[config.mk]
export PLATFORM = sky130hd
export DESIGN_NAME = note_player
export DESIGN_NICKNAME = d
export VERILOG_FILES = /design/src/rtl/note_player.sv
export SDC_FILE = /design/constraint.sdc
export NUM_CORES = 1
export LEC_CHECK = 0
export BUFFER_PORTS_ARGS = -buffer_cell sky130_fd_sc_hd__buf_2
export CAP_MARGIN = 20
export CORE_ASPECT_RATIO = 0.6
export CORE_MARGIN = 3
export CORE_UTILIZATION = 53
export DETAILED_ROUTE_END_ITERATION = 7
export HOLD_SLACK_MARGIN = 0.15
export PLACE_DENSITY = 0.8
export REMOVE_ABC_BUFFERS = 1
export SKIP_LAST_GASP = 1
export SLEW_MARGIN = 15
export SYNTH_ARGS = -nofsm -noshare
export SYNTH_HDL_FRONTEND = slang
export SYNTH_SLANG_ARGS = --single-unit
[constraint.sdc]
create_clock -name clk -period 2.6 [get_ports clk]
set_input_delay 0 -clock clk [delete_from_list [all_inputs] [get_ports clk]]
set_output_delay 0 -clock clk [all_outputs]
set_load 0.005 [all_outputs]
[src/rtl/note_player.sv]
// -----------------------------------------------------------------------------
// note_player -- plays one note at a time from a sequencer.
//
// A new_note request latches a note code and a duration in beats, clears the
// phase accumulator and starts playing. Every beat tick (while play is high)
// takes one beat off the counter; when it reaches zero the block pulses
// note_done for one cycle and goes idle. While a non-rest note is sounding,
// each sample_tick advances the phase by step_in, the increment the external
// frequency ROM supplies for current_note. The phase wraps modulo
// 2^PHASE_W and feeds an external sine lookup.
//
// play low pauses the note: counter, FSM and phase hold, but new_note is
// still accepted.
//
// Optional feature, macro NOTE_GAP_EN:
//   When defined, a note that runs out of beats enters a silent GAP state and
//   waits for one more beat before pulsing note_done, so that back-to-back
//   notes are audibly separated. When undefined there is no GAP state and the
//   note goes straight from PLAY to DONE.
// -----------------------------------------------------------------------------
module note_player #(
  parameter int DUR_W   = 6,
  parameter int PHASE_W = 20
) (
  input  logic               clk,
  input  logic               reset,        // asynchronous, active low
  input  logic               play,
  input  logic               new_note,
  input  logic [5:0]         note,
  input  logic [DUR_W-1:0]   duration,
  input  logic               beat,
  input  logic               sample_tick,
  input  logic [PHASE_W-1:0] step_in,
  output logic [5:0]         current_note,
  output logic               note_active,
  output logic [PHASE_W-1:0] phase,
  output logic               note_done
);

`ifdef NOTE_GAP_EN
  typedef enum logic [1:0] {
    IDLE = 2'd0,
    PLAY = 2'd1,
    GAP  = 2'd2,
    DONE = 2'd3
  } state_t;
`else
  typedef enum logic [1:0] {
    IDLE = 2'd0,
    PLAY = 2'd1,
    DONE = 2'd3
  } state_t;
`endif

  localparam logic [DUR_W-1:0] CNT_ONE = DUR_W'(1);

  state_t               state_q, state_d;
  logic [5:0]           note_q, note_d;
  logic [DUR_W-1:0]     count_q, count_d;
  logic [PHASE_W-1:0]   phase_q, phase_d;
  logic                 done_q, done_d;
  logic                 active;

  // Sounding only while playing, unpaused, not a rest and with beats left; a
  // zero-length note therefore never makes sound on its way to DONE.
  assign active = (state_q == PLAY) && play && (note_q != 6'd0) && (count_q != '0);

  // Next-state logic for the FSM, beat counter, latched note and phase.
  always_comb begin
    // NOTE: every variable gets a default here so no path leaves one
    // unassigned, which would otherwise infer a latch.
    state_d = state_q;
    note_d  = note_q;
    count_d = count_q;
    phase_d = phase_q;
    done_d  = 1'b0;

    if (new_note) begin
      // A load wins over everything else in the same cycle, including a beat
      // (which is dropped) and a sample tick. Any note in progress is simply
      // abandoned, so it never reports note_done.
      note_d  = note;
      count_d = duration;
      phase_d = '0;
      state_d = PLAY;
    end else begin
      if (active && sample_tick) begin
        phase_d = phase_q + step_in;   // wraps naturally at PHASE_W bits
      end

      unique case (state_q)
        IDLE: begin
          state_d = IDLE;
        end

        PLAY: begin
          if (play) begin
            if (count_q == '0) begin
              // Zero-length note: finish without consuming a beat.
              state_d = DONE;
              done_d  = 1'b1;
            end else if (beat) begin
              count_d = count_q - CNT_ONE;
              if (count_q == CNT_ONE) begin
`ifdef NOTE_GAP_EN
                state_d = GAP;
`else
                state_d = DONE;
                done_d  = 1'b1;
`endif
              end
            end
          end
        end

`ifdef NOTE_GAP_EN
        GAP: begin
          // Silent separation beat; phase is held because active is low.
          if (play && beat) begin
            state_d = DONE;
            done_d  = 1'b1;
          end
        end
`endif

        DONE: begin
          // Leave DONE unconditionally so note_done is exactly one cycle wide
          // even if play drops at that moment.
          state_d = IDLE;
        end

        default: begin
          state_d = IDLE;
        end
      endcase
    end
  end

  // State and datapath registers, cleared asynchronously by reset.
  always_ff @(posedge clk or negedge reset) begin
    if (!reset) begin
      // NOTE: every register is given a reset value so an interrupted note
      // cannot leave stale state behind after reset is released.
      state_q <= IDLE;
      note_q  <= '0;
      count_q <= '0;
      phase_q <= '0;
      done_q  <= 1'b0;
    end else begin
      // NOTE: non-blocking assignments so every register samples the values
      // from before this edge, regardless of statement order.
      state_q <= state_d;
      note_q  <= note_d;
      count_q <= count_d;
      phase_q <= phase_d;
      done_q  <= done_d;
    end
  end

  assign current_note = note_q;
  assign note_active  = active;
  assign phase        = phase_q;
  assign note_done    = done_q;

endmodule

==> impl_metrics.toml <==
[run_status]
status = "completed"

[placement]
numPlacedInstances = 398
gp_congestion = 0.888
dpl.hpwl_mm = 4.99
io_buffer_count = 65

[worst_setup_path]
endpoint_kind = "flip-flop"
start_kind = "flip-flop"
crit_arrival_ns = 2.68
crit_required_ns = 2.83
rr_worst_depth = 8
worst_path_max_delay_cell = "dlygate4sd3_1"
max_stage_delay_ns = 0.59
crit_type = "flip-flop to flip-flop"
cp_max_fo = 6
crit_chain = "inv_1, ha_1, a21oi_2, and2_1, nand3_1, xor2_1, o21ai_0, dlygate4sd3_1"

[power_and_ir_drop]
power-per-cell-area_nw_per_um2 = 478
p_leak_nw = 1.59
switchingPower_mw = 0.528
pwr-share-clk_pct = 26.5
p_seq_share_pct = 40.9
power_frac_comb_pct = 32.6
p_int_mw = 1.03
power.switching_fraction_pct = 33.9
ir_worst_vdd_mv = 0.382
p_total_mw = 1.56

[detailed_routing]
wl_per_cell_um = 17.3
drtIter0Drc = 176
wl_mm = 7.46
viasPerCell = 5.87
final_antenna_net_count = 0
drc = 0
drt_first_pass_iters = 5
vias = 2528

[logic_synthesis]
synthDistinctLibCells = 48
syn-cell-area_sq_um = 2540
synth_area_leaders = "dfrtp_1 (34%), ha_1 (11%), nand2_1 (6.1%)"
synthCells = 282
ys.flop_type = "dfrtp_1"
ys_ff_latch = 35
synth_top_cell_by_area = "dfrtp_1"
async_flop_share_pct = 100
avgSynthCellArea_sq_um = 9.01
synth-edff-count = 0
synth_top_cell_area_share_pct = 34.5
ys_seq_area_share_pct = 34.5
ys_warn_count = 0

[clock_tree]
clk_latency_ns = 0.29
clock_path_buffers = 2
cts_setup_buffers = 0
cts_resized = 0
cts_tree = "yes"
cts-htree-levels = 2
numCtsBuffers = 5
root_buffer = "clkbuf_8"
numClockSinks = 35
cts.clk_slew.worst_paths_ns = 0.08
postCtsHoldBufs = 26

[global_routing]
grt.total_usage_pct = 27.2
grt_pass1_vias = 2438
grt_overflow = 0
grt_max_degree = 36
antenna_found_initial = 0
grt_pass1_wl_mm = 11.8

[sta]
fmax_ghz = 0.409
fin_crit_ns = 2.45
relSlewSlack_pct = 46.8
setup_viol = 0
worst_pin_slew_ns = 0.798
rsz0062_at_grt = "false"
fin_worst_skew_ns = 0.00937
hold_viol = 0
drv_slew = 0
timing.final.crit_share_pct = 94.1
setup_tns_ns = 0

[finish]
area_delta_synth_final_pct = 28.3
final_cells = 431
nNetsFinal = 432
drive_gt1_share_pct = 24.8
diodes = 0

[min_path]
hold_depth = 4
hold_path_class = "primary input to flip-flop"

[floorplanning]
ioPinCount = 66
die_area_sq_um = 5690
die_x_um = 95.4
rows = 18
initial_core_util_pct = 58.4
die_h_um = 59.6
core_area_sq_um = 4350

[flow_run]
drv_cap = 0
## power by group through the flow
stage               clock network, mW  logic, mW  registers [mW]
floorplan                           0      0.294           0.640
global placement                    0      0.449           0.641
detailed placement                  0      0.461           0.644
CTS                             0.411      0.495           0.635
global route                    0.436      0.561           0.645
finish                          0.412      0.508           0.638
## layer usage
layer | track usage, % | wire length [um]
met5 | 0 | 0
met4 | 6.28 | 123
met3 | 6.22 | 507
met2 | 44.3 | 3430
met1 | 37.4 | 3400
## layout by cell type (no fill, tap or decap), types with 4 or more instances in the layout
cell type / netlist / routed
nand4_1: 5 / 5
xor2_1: 9 / 9
nor2_1: 8 / 8
nand3_1: 12 / 12
and2_1: 4 / 4
inv_1: 5 / 5
ha_1: 22 / 22
nor3_1: 7 / 7
mux2_2: 6 / 6
a21o_1: 10 / 10
xnor2_1: 8 / 8
nand2_1: 41 / 41
buf_4: 0 / 5
dlygate4sd3_1: 0 / 26
o21ai_0: 14 / 14
a31oi_1: 4 / 4
clkbuf_8: 0 / 6
and3_1: 5 / 5
a211oi_1: 5 / 5
a21oi_1: 27 / 27
buf_2: 4 / 65
o21a_1: 5 / 5
dfrtp_1: 35 / 35
## cells in the mapped netlist (2+ instances only)
master	number
nand2_1	41
dfrtp_1	35
a21oi_1	27
ha_1	22
o21ai_0	14
nand3_1	12
a21o_1	10
xor2_1	9
clkbuf_1	8
nor2_1	8
xnor2_1	8
nor3_1	7
mux2_2	6
a211oi_1	5
and3_1	5
inv_1	5
nand4_1	5
o21a_1	5
a31oi_1	4
and2_1	4
buf_2	4
nor4_1	3
nor4b_1	3
o2111ai_1	3
and4_1	2
nand3b_1	2
o211ai_1	2
o21bai_2	2
o31ai_1	2
## area by class of cell
class                      count  area [sq um]
tap                           60          75.1
fill                         320          1090
timing repair buffer          96           623
multi-input combinational    228          1580
clock buffer                   6          82.6
inverter                       5          18.8
clock inverter                 1          5.00
sequential                    35           876
## cells by family (layout without fill, tap and decap cells)
| family | Yosys count | count (layout) | share of synthesized area [%] |
|---|---|---|---|
| simple gates | 96 | 96 | 18.8 |
| flops | 35 | 35 | 34.5 |
| compound gates | 84 | 84 | 22.4 |
| buf+inv | 19 | 108 | 3.35 |
| fa+ha+maj | 23 | 23 | 11.6 |
| xor+xnor | 17 | 17 | 5.86 |
| mux | 8 | 8 | 3.50 |
## stage by stage
step                      utilization [%]  worst slack, ns  hold WS, ns  area, sq um
after floorplan                         -            0.285       -0.296         2470
after global placement               67.0            0.294        0.134         2910
after detailed placement             67.0            0.224        0.131         2910
after CTS                            75.0            0.205        0.168         3260
after global routing                 75.0           0.0289        0.217         3260
final                                75.0            0.152        0.163         3260
## final timing paths
check | startpoint | end | slack (ns)
min in group asynchronous | reset | phase[15] | 0.33
setup / recovery | count_q[0] | count_q[5] | 0.15
setup reg to reg | count_q[0] | count_q[5] | 0.15
hold reg to reg | state_q[1] | state_q[0] | 0.45
hold / removal | step_in[1] | phase[1] | 0.16
max in group asynchronous | reset | count_q[1] | 1.75
## state kept, by name, indices dropped and copies added, names as in the netlist
name / count
phase: 20
count_q: 6
state_q: 2
note_done: 1
current_note: 6
## worst max-delay path: cells and delay by family (launching register included)
kind | cells | cell delay [ns]
XOR/XNOR | 1 | 0.17
adder cells (fa/ha/maj) | 1 | 0.22
buffers and inverters | 2 | 0.67
AO/OA/AOI/OAI | 2 | 0.40
AND/OR/NAND/NOR | 2 | 0.51
flip-flops | 1 | 0.41
Note: power is estimated with default switching activity, not from simulation.
